File: config.mk
export PLATFORM = sky130hd
export DESIGN_NAME = pulse_round_robin_scheduler
export DESIGN_NICKNAME = d
export VERILOG_FILES = /design/src/rtl/pulse_round_robin_scheduler.sv
export SDC_FILE = /design/constraint.sdc
export NUM_CORES = 1
export LEC_CHECK = 0
export ABC_AREA = 1
export CAP_MARGIN = 25
export CORE_ASPECT_RATIO = 1.1
export CORE_UTILIZATION = 45
export CTS_CLUSTER_SIZE = 12
export DETAILED_ROUTE_END_ITERATION = 12
export GPL_ROUTABILITY_DRIVEN = 0
export GPL_TIMING_DRIVEN = 1
export PLACE_DENSITY_LB_ADDON = 0.25
export SLEW_MARGIN = 10
export SYNTH_ARGS = -nofsm -noshare
export SYNTH_HDL_FRONTEND = slang
export SYNTH_SLANG_ARGS = --single-unit
File: constraint.sdc
create_clock -name clock -period 4.6 [get_ports clock]
set_input_delay 1.15 -clock clock [delete_from_list [all_inputs] [get_ports clock]]
set_output_delay 1.15 -clock clock [all_outputs]
set_load 0.03 [all_outputs]
File: src/rtl/pulse_round_robin_scheduler.sv
// Shares one pulse output among CHANNELS sources. Each source has a saturating pending counter,
// and the counters are drained round-robin as one-cycle pulses separated by MIN_GAP low cycles.
module pulse_round_robin_scheduler #(
    parameter int  CHANNELS            = 4,
    parameter int  PULSE_COUNTER_WIDTH = 3,
    parameter int  MIN_GAP             = 1,
    localparam int CHANNEL_INDEX_WIDTH = (CHANNELS > 1) ? $clog2(CHANNELS) : 1
) (
    input  logic                           clock,
    input  logic                           reset,
    input  logic [CHANNELS-1:0]            pulse_in,
    output logic                           pulse_out,
    output logic [CHANNEL_INDEX_WIDTH-1:0] pulse_channel,
    output logic [CHANNELS-1:0]            busy,
    output logic                           pending
);
    localparam int CIW = CHANNEL_INDEX_WIDTH;
    localparam int PCW = PULSE_COUNTER_WIDTH;
    localparam int GW  = $clog2(MIN_GAP + 1);
    localparam logic [PCW-1:0] CNT_MAX  = {PCW{1'b1}};
    localparam logic [GW-1:0]  GAP_LAST = GW'(MIN_GAP - 1);
    localparam logic [CIW-1:0] LAST_CH  = CIW'(CHANNELS - 1);

    typedef enum logic [1:0] {
        ST_IDLE = 2'd0,
        ST_EMIT = 2'd1,
        ST_GAP  = 2'd2
    } state_t;

    state_t               state_q, state_d;
    logic [CIW-1:0]       ptr_q, ptr_d;
    logic [GW-1:0]        gap_q, gap_d;
    logic [PCW-1:0]       cnt_q [CHANNELS];
    logic [PCW-1:0]       cnt_d [CHANNELS];
    logic [CHANNELS-1:0]  busy_q, busy_d;
    logic                 pulse_out_q, pulse_out_d;
    logic [CIW-1:0]       pulse_channel_q, pulse_channel_d;
    logic                 pending_q, pending_d;

    logic [CHANNELS-1:0]  nz_s;
    logic                 any_s;
    logic [CIW-1:0]       winner_s;
    logic [CIW-1:0]       scan_s;
    logic                 found_s;
    logic                 hit_s;
    logic                 grant_s;
    logic [CHANNELS-1:0]  inc_s;
    logic [CHANNELS-1:0]  dec_s;

    function automatic logic [CIW-1:0] next_ch(input logic [CIW-1:0] ch);
        return (ch == LAST_CH) ? {CIW{1'b0}} : ch + CIW'(1);
    endfunction

    // Non-zero flags of the registered counters.
    always_comb begin
        nz_s = {CHANNELS{1'b0}};
        for (int i = 0; i < CHANNELS; i++) begin
            nz_s[i] = (cnt_q[i] != {PCW{1'b0}});
        end
        any_s = |nz_s;
    end

    // Round-robin search: first non-zero channel at or after the pointer, wrapping.
    always_comb begin
        winner_s = ptr_q;
        scan_s   = ptr_q;
        found_s  = 1'b0;
        hit_s    = 1'b0;
        for (int k = 0; k < CHANNELS; k++) begin
            hit_s    = nz_s[scan_s] & ~found_s;
            winner_s = hit_s ? scan_s : winner_s;
            found_s  = found_s | hit_s;
            scan_s   = next_ch(scan_s);
        end
    end

    // Scheduler next state, output pulse and per-channel counter updates.
    always_comb begin
        state_d         = state_q;
        gap_d           = gap_q;
        ptr_d           = ptr_q;
        pulse_out_d     = 1'b0;
        pulse_channel_d = pulse_channel_q;
        grant_s         = 1'b0;
        case (state_q)
            ST_IDLE: begin
                if (any_s) begin
                    grant_s = 1'b1;
                    state_d = ST_EMIT;
                end else begin
                    state_d = ST_IDLE;
                end
            end
            ST_EMIT: begin
                gap_d   = {GW{1'b0}};
                state_d = ST_GAP;
            end
            ST_GAP: begin
                gap_d = gap_q + GW'(1);
                if (gap_q == GAP_LAST) begin
                    if (any_s) begin
                        grant_s = 1'b1;
                        state_d = ST_EMIT;
                    end else begin
                        state_d = ST_IDLE;
                    end
                end else begin
                    state_d = ST_GAP;
                end
            end
            default: begin
                state_d = ST_IDLE;
            end
        endcase

        if (grant_s) begin
            pulse_out_d     = 1'b1;
            pulse_channel_d = winner_s;
            ptr_d           = next_ch(winner_s);
        end else begin
            ptr_d = ptr_q;
        end

        // busy is always in step with the counter, so an accepted increment can never overflow.
        inc_s     = {CHANNELS{1'b0}};
        dec_s     = {CHANNELS{1'b0}};
        busy_d    = {CHANNELS{1'b0}};
        pending_d = pulse_out_d;
        for (int i = 0; i < CHANNELS; i++) begin
            inc_s[i] = pulse_in[i] & ~busy_q[i];
            dec_s[i] = grant_s & (winner_s == CIW'(i));
            case ({inc_s[i], dec_s[i]})
                2'b10:   cnt_d[i] = cnt_q[i] + PCW'(1);
                2'b01:   cnt_d[i] = cnt_q[i] - PCW'(1);
                default: cnt_d[i] = cnt_q[i];
            endcase
            busy_d[i] = (cnt_d[i] == CNT_MAX);
            pending_d = pending_d | (cnt_d[i] != {PCW{1'b0}});
        end
    end

    // State and output registers; reset discards everything pending.
    always_ff @(posedge clock) begin
        if (reset) begin
            state_q         <= ST_IDLE;
            ptr_q           <= {CIW{1'b0}};
            gap_q           <= {GW{1'b0}};
            busy_q          <= {CHANNELS{1'b0}};
            pulse_out_q     <= 1'b0;
            pulse_channel_q <= {CIW{1'b0}};
            pending_q       <= 1'b0;
            for (int i = 0; i < CHANNELS; i++) begin
                cnt_q[i] <= {PCW{1'b0}};
            end
        end else begin
            state_q         <= state_d;
            ptr_q           <= ptr_d;
            gap_q           <= gap_d;
            busy_q          <= busy_d;
            pulse_out_q     <= pulse_out_d;
            pulse_channel_q <= pulse_channel_d;
            pending_q       <= pending_d;
            for (int i = 0; i < CHANNELS; i++) begin
                cnt_q[i] <= cnt_d[i];
            end
        end
    end

    assign pulse_out     = pulse_out_q;
    assign pulse_channel = pulse_channel_q;
    assign busy          = busy_q;
    assign pending       = pending_q;

endmodule

# Yosys cells after proc, flatten, opt, wreduce, memory -nomap -nowiden
# Memories as Yosys holds them, arrays and structs flattened.
# Cells that the tools add are included.
[word_totals]
ff_bits = 13
ram_bits = 12
in_bits = 6
output_inout_bits = 8
elab_cells = 119
n_memories = 1
[op_classes]
n_addsub = 13
magnitude_cmp = 4
n_eq_ne = 20
muxes = 34
bitwise_logic = 28
reduce_logical = 12
[mem_list]
columns = ["name", "depth", "word_bits", "read_ports", "rd_clocked_by_memory_dff", "wr", "line_no", "text"]
rows = [
  ["cnt_q", 4, 3, 4, 0, 4, "33", "logic [PCW-1:0] cnt_q [CHANNELS];"],
]
[op_table]
columns = ["op", "n"]
rows = [
  ["$pmux W3 S2", 4],
  ["$reduce_bool A3 Y1", 8],
  ["$eq A2 B2 Y1 const B", 10],
  ["$mux W2", 8],
  ["$add A3 B1 Y3 const B", 4],
  ["$eq A2 B1 Y1 const B", 6],
  ["$eq A3 B3 Y1 const B", 4],
  ["$lt A2 B3 Y1 const B", 4],
  ["$mux W3", 4],
  ["$sub A3 B1 Y3 const B", 4],
  ["$and A1 B1 Y1", 11],
  ["$mux W1", 11],
  ["$or A1 B1 Y1", 10],
  ["$add A2 B1 Y2 const B", 4],
  ["$bmux W1 S2", 4],
  ["$not A1 Y1", 7],
  ["$pmux W2 S3", 1],
  ["$logic_not A2 Y1", 2],
  ["$pmux W1 S2", 2],
  ["$reduce_or A4 Y1", 1],
  ["$reduce_bool A2 Y1", 1],
  ["$add A1 B1 Y1 const B", 1],
]

# Depth between registers and ports, before layout
# Gate-level depths: netlist of the first run.
# An unclocked memory read counts as a cell.
[depth]
word_depth = 22
depth_mapped = 26
ltp_nobuf = 26

# Worst setup path after synthesis of the first run
# OpenSTA, ideal clock, no wires.
[synth_path]
kind = "reg-to-reg"
startpoint = "register ptr_q[1]"
endpoint = "register pending_q (netlist: pending)"
arrival_ns = 2.993
setup_slack_ns = 1.473
stages_incl_launch_ff = 22
path_buffers = 0
synth_period_minus_slack_ns = 3.127
cell_sequence = "dfxtp_1 ha_1 inv_2 xor2_1 nand2_1 nand2_2 inv_2 nand3_2 nand3_1 nand2_2 inv_1 ha_1 inv_1 nor2_1 ha_1 inv_1 fa_1 nor2_1 a21oi_1 nand4_1 nor3_1 a21oi_1"
[synth_between]
elab_chain_cells = 21
[synth_lines]
columns = ["element", "line_no", "text"]
rows = [
  ["start: declaration", "31", "logic [CIW-1:0] ptr_q, ptr_d;"],
  ["start signal: assignment", "146", "ptr_q <= {CIW{1'b0}};"],
  ["start signal: assignment", "157", "ptr_q <= ptr_d;"],
  ["branches (longest 11 deep; another with $add A2 B1 Y2)", "-", ""],
  ["$mux W2 (*)", "71", "winner_s = hit_s ? scan_s : winner_s;"],
  ["net winner_s[0]", "42", "logic [CIW-1:0] winner_s;"],
  ["$logic_not A2 Y1", "131", "dec_s[i] = grant_s & (winner_s == CIW'(i));"],
  ["$and A1 B1 Y1", "131", ""],
  ["$eq A2 B1 Y1 / $eq A2 B2 Y1 (equally long branches)", "132", "case ({inc_s[i], dec_s[i]})"],
  ["$pmux W3 S2", "132", ""],
  ["$reduce_bool A3 Y1", "138", "pending_d = pending_d | (cnt_d[i] != {PCW{1'b0}});"],
  ["$or A1 B1 Y1 (3 in series)", "138", ""],
  ["$or A1 B1 Y1 (*)", "138", ""],
  ["end signal: assignment", "162", "pending_q <= pending_d;"],
  ["end: declaration", "38", "logic pending_q, pending_d;"],
]
# Mark *: on every way through the listed nets, which the timed path passes. The select of a mux whose other input is x is not followed.
# A chain may end at the register's enable or synchronous reset.

# Final worst setup path of the first run
# Ends and elaborated chain as after synthesis.

==> flow_metrics.tcl, run 1 <==
set metrics [dict create \
    hpwl_um 2660 \
    area_growth_pct 12.3 \
    synth_top_area_share 0.299 \
    critPathBufInv 4 \
    path_class "register to register" \
    drc 0 \
    fp-row-count 22 \
    worstMarginPinSlew_ns 0.772 \
    synth_edf_count 0 \
    holdBufCountCts 0 \
    syn-instance-count 220 \
    syn_avg_cell_area_um2 7.60 \
    tns_ns 0 \
    critPathSlowestCell "ha_1" \
    grt_overflow 0 \
    status "finished, final reports clean" \
    synth.most_common_cell "nand2_1" \
    firstDrtPassIters 4 \
    clock.fmax_ghz 0.284 \
    grt_antenna_before_repair 0 \
    slowest_delay_ns 0.45 \
    synth_fp_nets 242 \
    grt_max_degree 23 \
    path_cells "ha_1 -> inv_2 -> xor2_1 -> nand2_1 -> nand2_2 -> inv_2 -> nand3_2 -> nand2_1 -> nand2_1 -> nand2_2 -> inv_1 -> ha_1 -> inv_1 -> nor2_1 -> ha_1 -> fa_1 -> mux2i_1 -> nand4_1 -> nor3_1 -> a21oi_1" \
    die_y_um 65.9 \
    period_needed_ns 3.52 \
    worstPathRequired_ns 4.79 \
    clockBufferDepth 2 \
    vias 1388 \
    antenna_cells 0 \
    io_pins 14 \
    nNetsFinal 258 \
    crit_path_end_kind "register" \
    cts_made_buffers 3 \
    grt_usage 0.197 \
    port_buffers 13 \
    cts-root-buf "clkbuf_4" \
    hold_viol_final 0 \
    cts_tree "done" \
    htree_levels 1 \
    arrival_ns 3.71 \
    cp-start-kind "register" \
    synth_area_um2 1670 \
    drive_gt1_frac 0.132 \
    fill_cells 348 \
    grt_pass1_wl_um 5750 \
    ant_nets 0 \
    hold_path.class "register to register" \
    synth_ff_type "dfxtp_1" \
    initial_core_util 0.486 \
    vias_per_cell 4.90 \
    slew_violations 0 \
    core_um2 3440 \
    setup_violations 0 \
    wl_um 3310 \
    clk_pin_slew_ns 0.13 \
    synth_cell_type_count 30 \
    yosysSeqAreaShare 0.299 \
    cts_resized 0 \
    multiInputGateArea_um2 1010 \
    synthArstFlopShare 0 \
    synth_seq_cells 25 \
    dieArea_um2 3970 \
    cts.sinks 25 \
    clock_skew_ns 0.00187 \
    slew_headroom 0.484 \
    yosys-top-cells-count "nand2_1 (37), inv_1 (33), dfxtp_1 (25), nor2_1 (20), nand3_1 (15)" \
    fp.dieW_um 60.1 \
    clk_latency_ns 0.32 \
    crit_family "adder cells" \
    ys_warn_count 0 \
    yosys.area.top_type "dfxtp_1" \
    seq_area_um2 500 \
    first_global_vias 1287 \
    period_share 0.765 \
    post_cts_buffers 0 \
    critPathMaxFanout 6 \
    drt-initial-drc-count 48 \
    grt_setup_unrepaired "false" \
    yosys-top-cells-area "dfxtp_1 (30%), ha_1 (9.0%), nand2_1 (8.3%)" \
    wl_per_cell_um 11.7 \
    max_cap_violations 0 \
]
-- flip-flops by register name, indices dropped and copies added (netlist names) --
| name | count |
|---|---|
| gap_q | 1 |
| state_q | 2 |
| pending | 1 |
| ptr_q | 2 |
| cnt_q | 12 |
| busy | 4 |
| pulse_out | 1 |
| pulse_channel | 2 |
-- worst min-delay path: stages (launching register included) --
cell and delay, ns:
dfxtp_1 0.33, nand2_1 0.07, a21oi_2 0.05
-- placed cells by master (no fill, tap or decap), drive strengths merged --
cell           Yosys  routed
nand4              4       4
clkinv             1       2
buf                3       1
dfxtp             25      25
o21ai              9       9
clkdlybuf4s50      0      13
inv               37      37
a211oi             1       1
clkbuf             0       3
nor4               5       5
ha                12      12
nor3               2       2
xnor2              6       6
fa                 4       4
nand3             23      23
nor2              25      25
a21oi             14      14
xor2               4       4
nand2             43      43
mux2i              2       2
-- layer usage --
layer,up-vias,GRT usage,share of wire
li1,731,-,-
met1,630,0.257,0.48
met2,22,0.317,0.47
met3,5,0.0235,0.025
met4,0,0.0901,0.020
met5,-,0,0
-- through the flow --
stage | std cells | area (um^2) | worst slack (ns) | hold slack [ns] | utilization
after CTS | 283 | 1880 | 1.10 | 0.492 | 0.546
after global routing | 283 | 1880 | 0.720 | 0.518 | 0.546
after floorplan | 220 | 1670 | 1.47 | 0.467 | -
final | 283 | 1880 | 1.08 | 0.486 | 0.546
after detailed placement | 279 | 1850 | 1.12 | 0.473 | 0.538
after global placement | 279 | 1850 | 1.09 | 0.469 | 0.538
-- cell families after synthesis --
kind of cell / count (synthesis) / share of synthesized area
xor+xnor: 10 / 0.0568
simple gates: 102 / 0.319
flops: 25 / 0.299
mux: 2 / 0.0120
compound gates: 24 / 0.0778
fa+ha+maj: 16 / 0.138
buf+inv: 41 / 0.0980
-- final timing paths --
check        cells past startpoint  slack (ns)        startpoint                to
min reg2reg                      2        0.49  pulse_channel[0]  pulse_channel[0]
min                              2        0.49  pulse_channel[0]  pulse_channel[0]
max reg2reg                     20        1.08          ptr_q[1]           pending
max                             20        1.08          ptr_q[1]           pending
-- area by class of cell --
class / instances / area share
clock inverter: 1 / 0.00266
tap: 48 / 0.0320
clock buffer: 3 / 0.0120
timing repair buffer: 14 / 0.0732
multi-input combinational: 154 / 0.537
sequential: 25 / 0.266
inverter: 38 / 0.0772
Power of run 1 is left out: the tool's default activity adds up to more than one toggle a clock period on the data nets, which glitch-free logic cannot reach.
==> run 2: changes to the inputs <==
==> constraint.sdc (replaced) <==
create_clock -name clock -period 3.4 [get_ports clock]
set_input_delay 0.85 -clock clock [delete_from_list [all_inputs] [get_ports clock]]
set_output_delay 0.85 -clock clock [all_outputs]
set_load 0.03 [all_outputs]
==> run 2 against run 1 <==
Utilization is 7.5 points higher. Worst hold slack better by 0.0032 ns. Sequential cell count stayed put. Fmax is 8.0% higher. Non-clock buffer count is 15 higher.
==> flow_metrics.tcl, run 2 (synthesized netlist as in run 1, its figures left out) <==
set metrics [dict create \
    status "finished, final reports clean" \
    final_core_util 0.621 \
    worstMarginPinSlew_ns 0.468 \
    setup_ws_ns 0.141 \
    fp.dieW_um 60.1 \
    cp-start-kind "register" \
    dp.cells 288 \
    ant_nets 0 \
    mostFrequentLayoutCells "nand2_1 (33), inv_1 (27), dfxtp_1 (23)" \
    clk_latency_ns 0.32 \
    worstHoldPathCells 2 \
    arrival_ns 3.50 \
    max_cap_violations 0 \
    period_share 0.958 \
    clockBufferDepth 2 \
    nNetsFinal 273 \
    die_y_um 65.9 \
    critPathMaxFanout 8 \
    dp_slack_ns 0.0411 \
    antenna_cells 0 \
    core_um2 3440 \
    hold_viol_final 0 \
    htree_levels 1 \
    grt_max_degree 17 \
    vias_per_cell 4.97 \
    cts.sinks 25 \
    io_pins 14 \
    slew_violations 0 \
    drc 0 \
    initial_core_util 0.486 \
    grt_pass1_wl_um 5800 \
    grt_antenna_before_repair 0 \
    largest_register "cnt_q" \
    cts-root-buf "clkbuf_4" \
    hpwl_um 2630 \
    layout_commonest_cell "nand2_1" \
    setup_violations 0 \
    wl_um 3520 \
    worst-r2r-cell-count 20 \
    tns_ns 0 \
    dieArea_um2 3970 \
    largest_reg_flops 12 \
    drt-initial-drc-count 88 \
    hold_path.class "register to register" \
    firstDrtPassIters 4 \
    port_buffers 13 \
    first_global_vias 1310 \
    fp-row-count 22 \
    clock.fmax_ghz 0.307 \
    crit_path_end_kind "register" \
    cts_tree "done" \
    clock_skew_ns 0.0179 \
    path_class "register to register" \
    cts_made_buffers 3 \
    final_cells 298 \
    grt_overflow 0 \
    grt_setup_unrepaired "true" \
    drive_gt1_frac 0.316 \
    slew_headroom 0.685 \
    wl_per_cell_um 11.8 \
    worstPathRequired_ns 3.64 \
    period_needed_ns 3.26 \
    grt_usage 0.193 \
    area_growth_pct 27.7 \
    clk_pin_slew_ns 0.15 \
    vias 1480 \
]
run 2: metal layers:
layer  GRT usage  part of all wire
met5           0                 0
met4      0.0610             0.010
met3      0.0235             0.024
met2       0.302              0.50
met1       0.271              0.46
run 2: worst max-delay path: stages (launching register included):
cell and delay [ns]:
dfxtp_4 0.38, ha_4 0.18, nor2_8 0.21, buf_4 0.14, nand2_1 0.04, nand3_1 0.08, nand2_1 0.10, nand3_4 0.10
nand3_1 0.07, nand3_1 0.08, nand2_2 0.08, inv_2 0.08, ha_1 0.14, inv_1 0.05, nor2_2 0.11, ha_2 0.23
fa_1 0.43, mux2i_1 0.21, nand4_1 0.17, nor3_2 0.21, a21oi_2 0.07
run 2: cell type report:
type	instances	area, um^2
clock inverters	1	5.00
repair buffers	29	254
inverters	38	145
clock buffers	3	22.5
well taps	48	60.1
multi-input cells	154	1140
fillers	303	1300
flip-flops and latches	25	505
run 2: final timing paths:
kind | startpoint | end | slack, ns
worst min register to register | pulse_channel[0] | pulse_channel[0] | 0.49
worst max-delay path | ptr_q[1] | pending | 0.14
worst max register to register | ptr_q[1] | pending | 0.14
worst min-delay path | pulse_channel[0] | pulse_channel[0] | 0.49
run 2: repair_timing:
item	in CTS	in global routing
gates resized for setup	1	46
setup endpoints to repair	1	10
buffers inserted	0	6
hold buffers	0	0
pin swaps	0	23
run 2: stage by stage:
stage	cell area (um^2)	hold WS (ns)
CTS	1950	0.488
detailed placement	1920	0.468
finish	2140	0.489
global placement	1920	0.466
global route	2140	0.515
floorplan	1670	0.467
Power of run 2 is left out for the same reason.
==> run 3: changes to the inputs <==
--- a/config.mk
+++ b/config.mk
@@ -7,8 +7,11 @@
 export LEC_CHECK = 0
 export ABC_AREA = 1
 export CAP_MARGIN = 25
+export CELL_PAD_IN_SITES_DETAIL_PLACEMENT = 1
+export CELL_PAD_IN_SITES_GLOBAL_PLACEMENT = 1
 export CORE_ASPECT_RATIO = 1.1
-export CORE_UTILIZATION = 45
+export CORE_MARGIN = 4
+export CORE_UTILIZATION = 42
 export CTS_CLUSTER_SIZE = 12
 export DETAILED_ROUTE_END_ITERATION = 12
 export GPL_ROUTABILITY_DRIVEN = 0
==> run 3 against run 2 <==
The run now ends with negative setup slack left. Fmax fell by 5.9%. Worst hold slack barely moved. Largest cell class unchanged. Routed wire length grew 47%. First-iteration DRC count shrank 43%.
==> flow_metrics.tcl, run 3 (synthesized netlist as in run 1, its figures left out) <==
set metrics [dict create \
    final_core_util 0.608 \
    cts.sinks 25 \
    tns_ns -0.0968 \
    clock_skew_ns 0.00386 \
    firstDrtPassIters 5 \
    timing.hold.ws_ns 0.489 \
    path_class "register to register" \
    drive_gt1_frac 0.357 \
    vias_per_cell 5.29 \
    fill_cells 445 \
    clock.fmax_ghz 0.289 \
    status "complete, but fails checks" \
    setup_violations 3 \
    initial_core_util 0.447 \
    antenna_cells 0 \
    grt_max_degree 16 \
    mostFrequentLayoutCells "nand2_1 (31), inv_1 (29), dfxtp_1 (22)" \
    fp.dieW_um 68.2 \
    grt_setup_unrepaired "true" \
    clk_pin_slew_ns 0.09 \
    cp-start-kind "register" \
    layout_commonest_cell "nand2_1" \
    first_global_vias 1668 \
    critPathMaxFanout 8 \
    largest_register "cnt_q" \
    hold_viol_final 0 \
    met3_length_um 96 \
    route.layer.met1.wl_um 2080 \
    fp-row-count 23 \
    finalInstanceArea_um2 2270 \
    grt_usage 0.195 \
    drc 0 \
    wl_per_cell_um 17.0 \
    port_buffers 13 \
    ant_nets 0 \
    place_area_um2 1940 \
    nNetsFinal 278 \
    htree_levels 1 \
    cts_tree "done" \
    hpwl_um 3260 \
    max_cap_violations 0 \
    dr_wl_met2_um 2870 \
    period_needed_ns 3.46 \
    cts_made_buffers 3 \
    slew_violations 0 \
    worstMarginPinSlew_ns 0.641 \
    period_share 1.02 \
    violations "negative setup slack" \
    setup_ws_ns -0.0632 \
    routed.top_layer "met4" \
    io_pins 14 \
    crit_path_end_kind "register" \
    hold_path.class "register to register" \
    arrival_ns 3.60 \
    clk_latency_ns 0.27 \
    slew_headroom 0.571 \
    cts-root-buf "clkbuf_8" \
    die_y_um 74.2 \
    grt_antenna_before_repair 0 \
    core_um2 3740 \
    worstPathRequired_ns 3.53 \
    drt-initial-drc-count 50 \
    largest_reg_flops 12 \
    wl_um 5180 \
    vias 1614 \
    area_growth_pct 35.9 \
    grt_overflow 0 \
    grt_pass1_wl_um 7450 \
    dieArea_um2 5060 \
    clockBufferDepth 2 \
]
run 3: per-stage QoR:
| stage | std cells | setup WS [ns] |
|---|---|---|
| 4_1_cts | 300 | 0.0165 |
| 6_report | 305 | -0.0632 |
| 5_1_grt | 305 | -0.246 |
| 3_5_place_dp | 293 | -0.0433 |
| 2_1_floorplan | 220 | 0.273 |
| 3_3_place_gp | 293 | 0.0335 |
run 3: worst paths after layout:
| check | startpoint | end | slack (ns) | cells after the start |
|---|---|---|---|---|
| min | pulse_channel[0] | pulse_channel[0] | 0.49 | 2 |
| max | ptr_q[0] | pending | -0.06 | 19 |
| max reg2reg | ptr_q[0] | pending | -0.06 | 19 |
| min reg2reg | pulse_channel[0] | pulse_channel[0] | 0.49 | 2 |
run 3: area by class of cell:
cell class / count / area, um^2 / area share
multi-input cells: 154 / 1220 / 0.538
flip-flops and latches: 25 / 504 / 0.222
repair buffers: 34 / 292 / 0.128
inverters: 38 / 145 / 0.0638
well taps: 50 / 62.6 / 0.0275
clock buffers: 3 / 41.3 / 0.0182
clock inverters: 1 / 5.00 / 0.00220
run 3: repair_timing:
item	4_1_cts	5_1_grt
gates cloned	0	0
hold buffers	0	0
setup buffers	3	5
pin swaps	2	24
endpoints found under the setup margin	5	8
gates resized for setup	10	50
run 3: critical path: stages, from the launching register on:
cell     delay [ns]
dfxtp_2        0.35
ha_4           0.18
nor2_8         0.20
nand3_4        0.13
nand3_4        0.08
nand2_4        0.07
nor2_4         0.16
nand3_4        0.13
nand2_2        0.09
nand2_2        0.06
nand2_4        0.09
ha_1           0.15
inv_1          0.05
nor2_1         0.12
ha_2           0.22
fa_1           0.42
mux2i_2        0.20
nand4_1        0.21
nor3_2         0.29
a21oi_1        0.09
run 3: layer usage:
layer	up-vias	global-route usage
li1	773	-
met1	804	0.228
met2	25	0.369
met3	12	0.0227
met4	0	0.0508
met5	-	0
Power of run 3 is left out for the same reason.
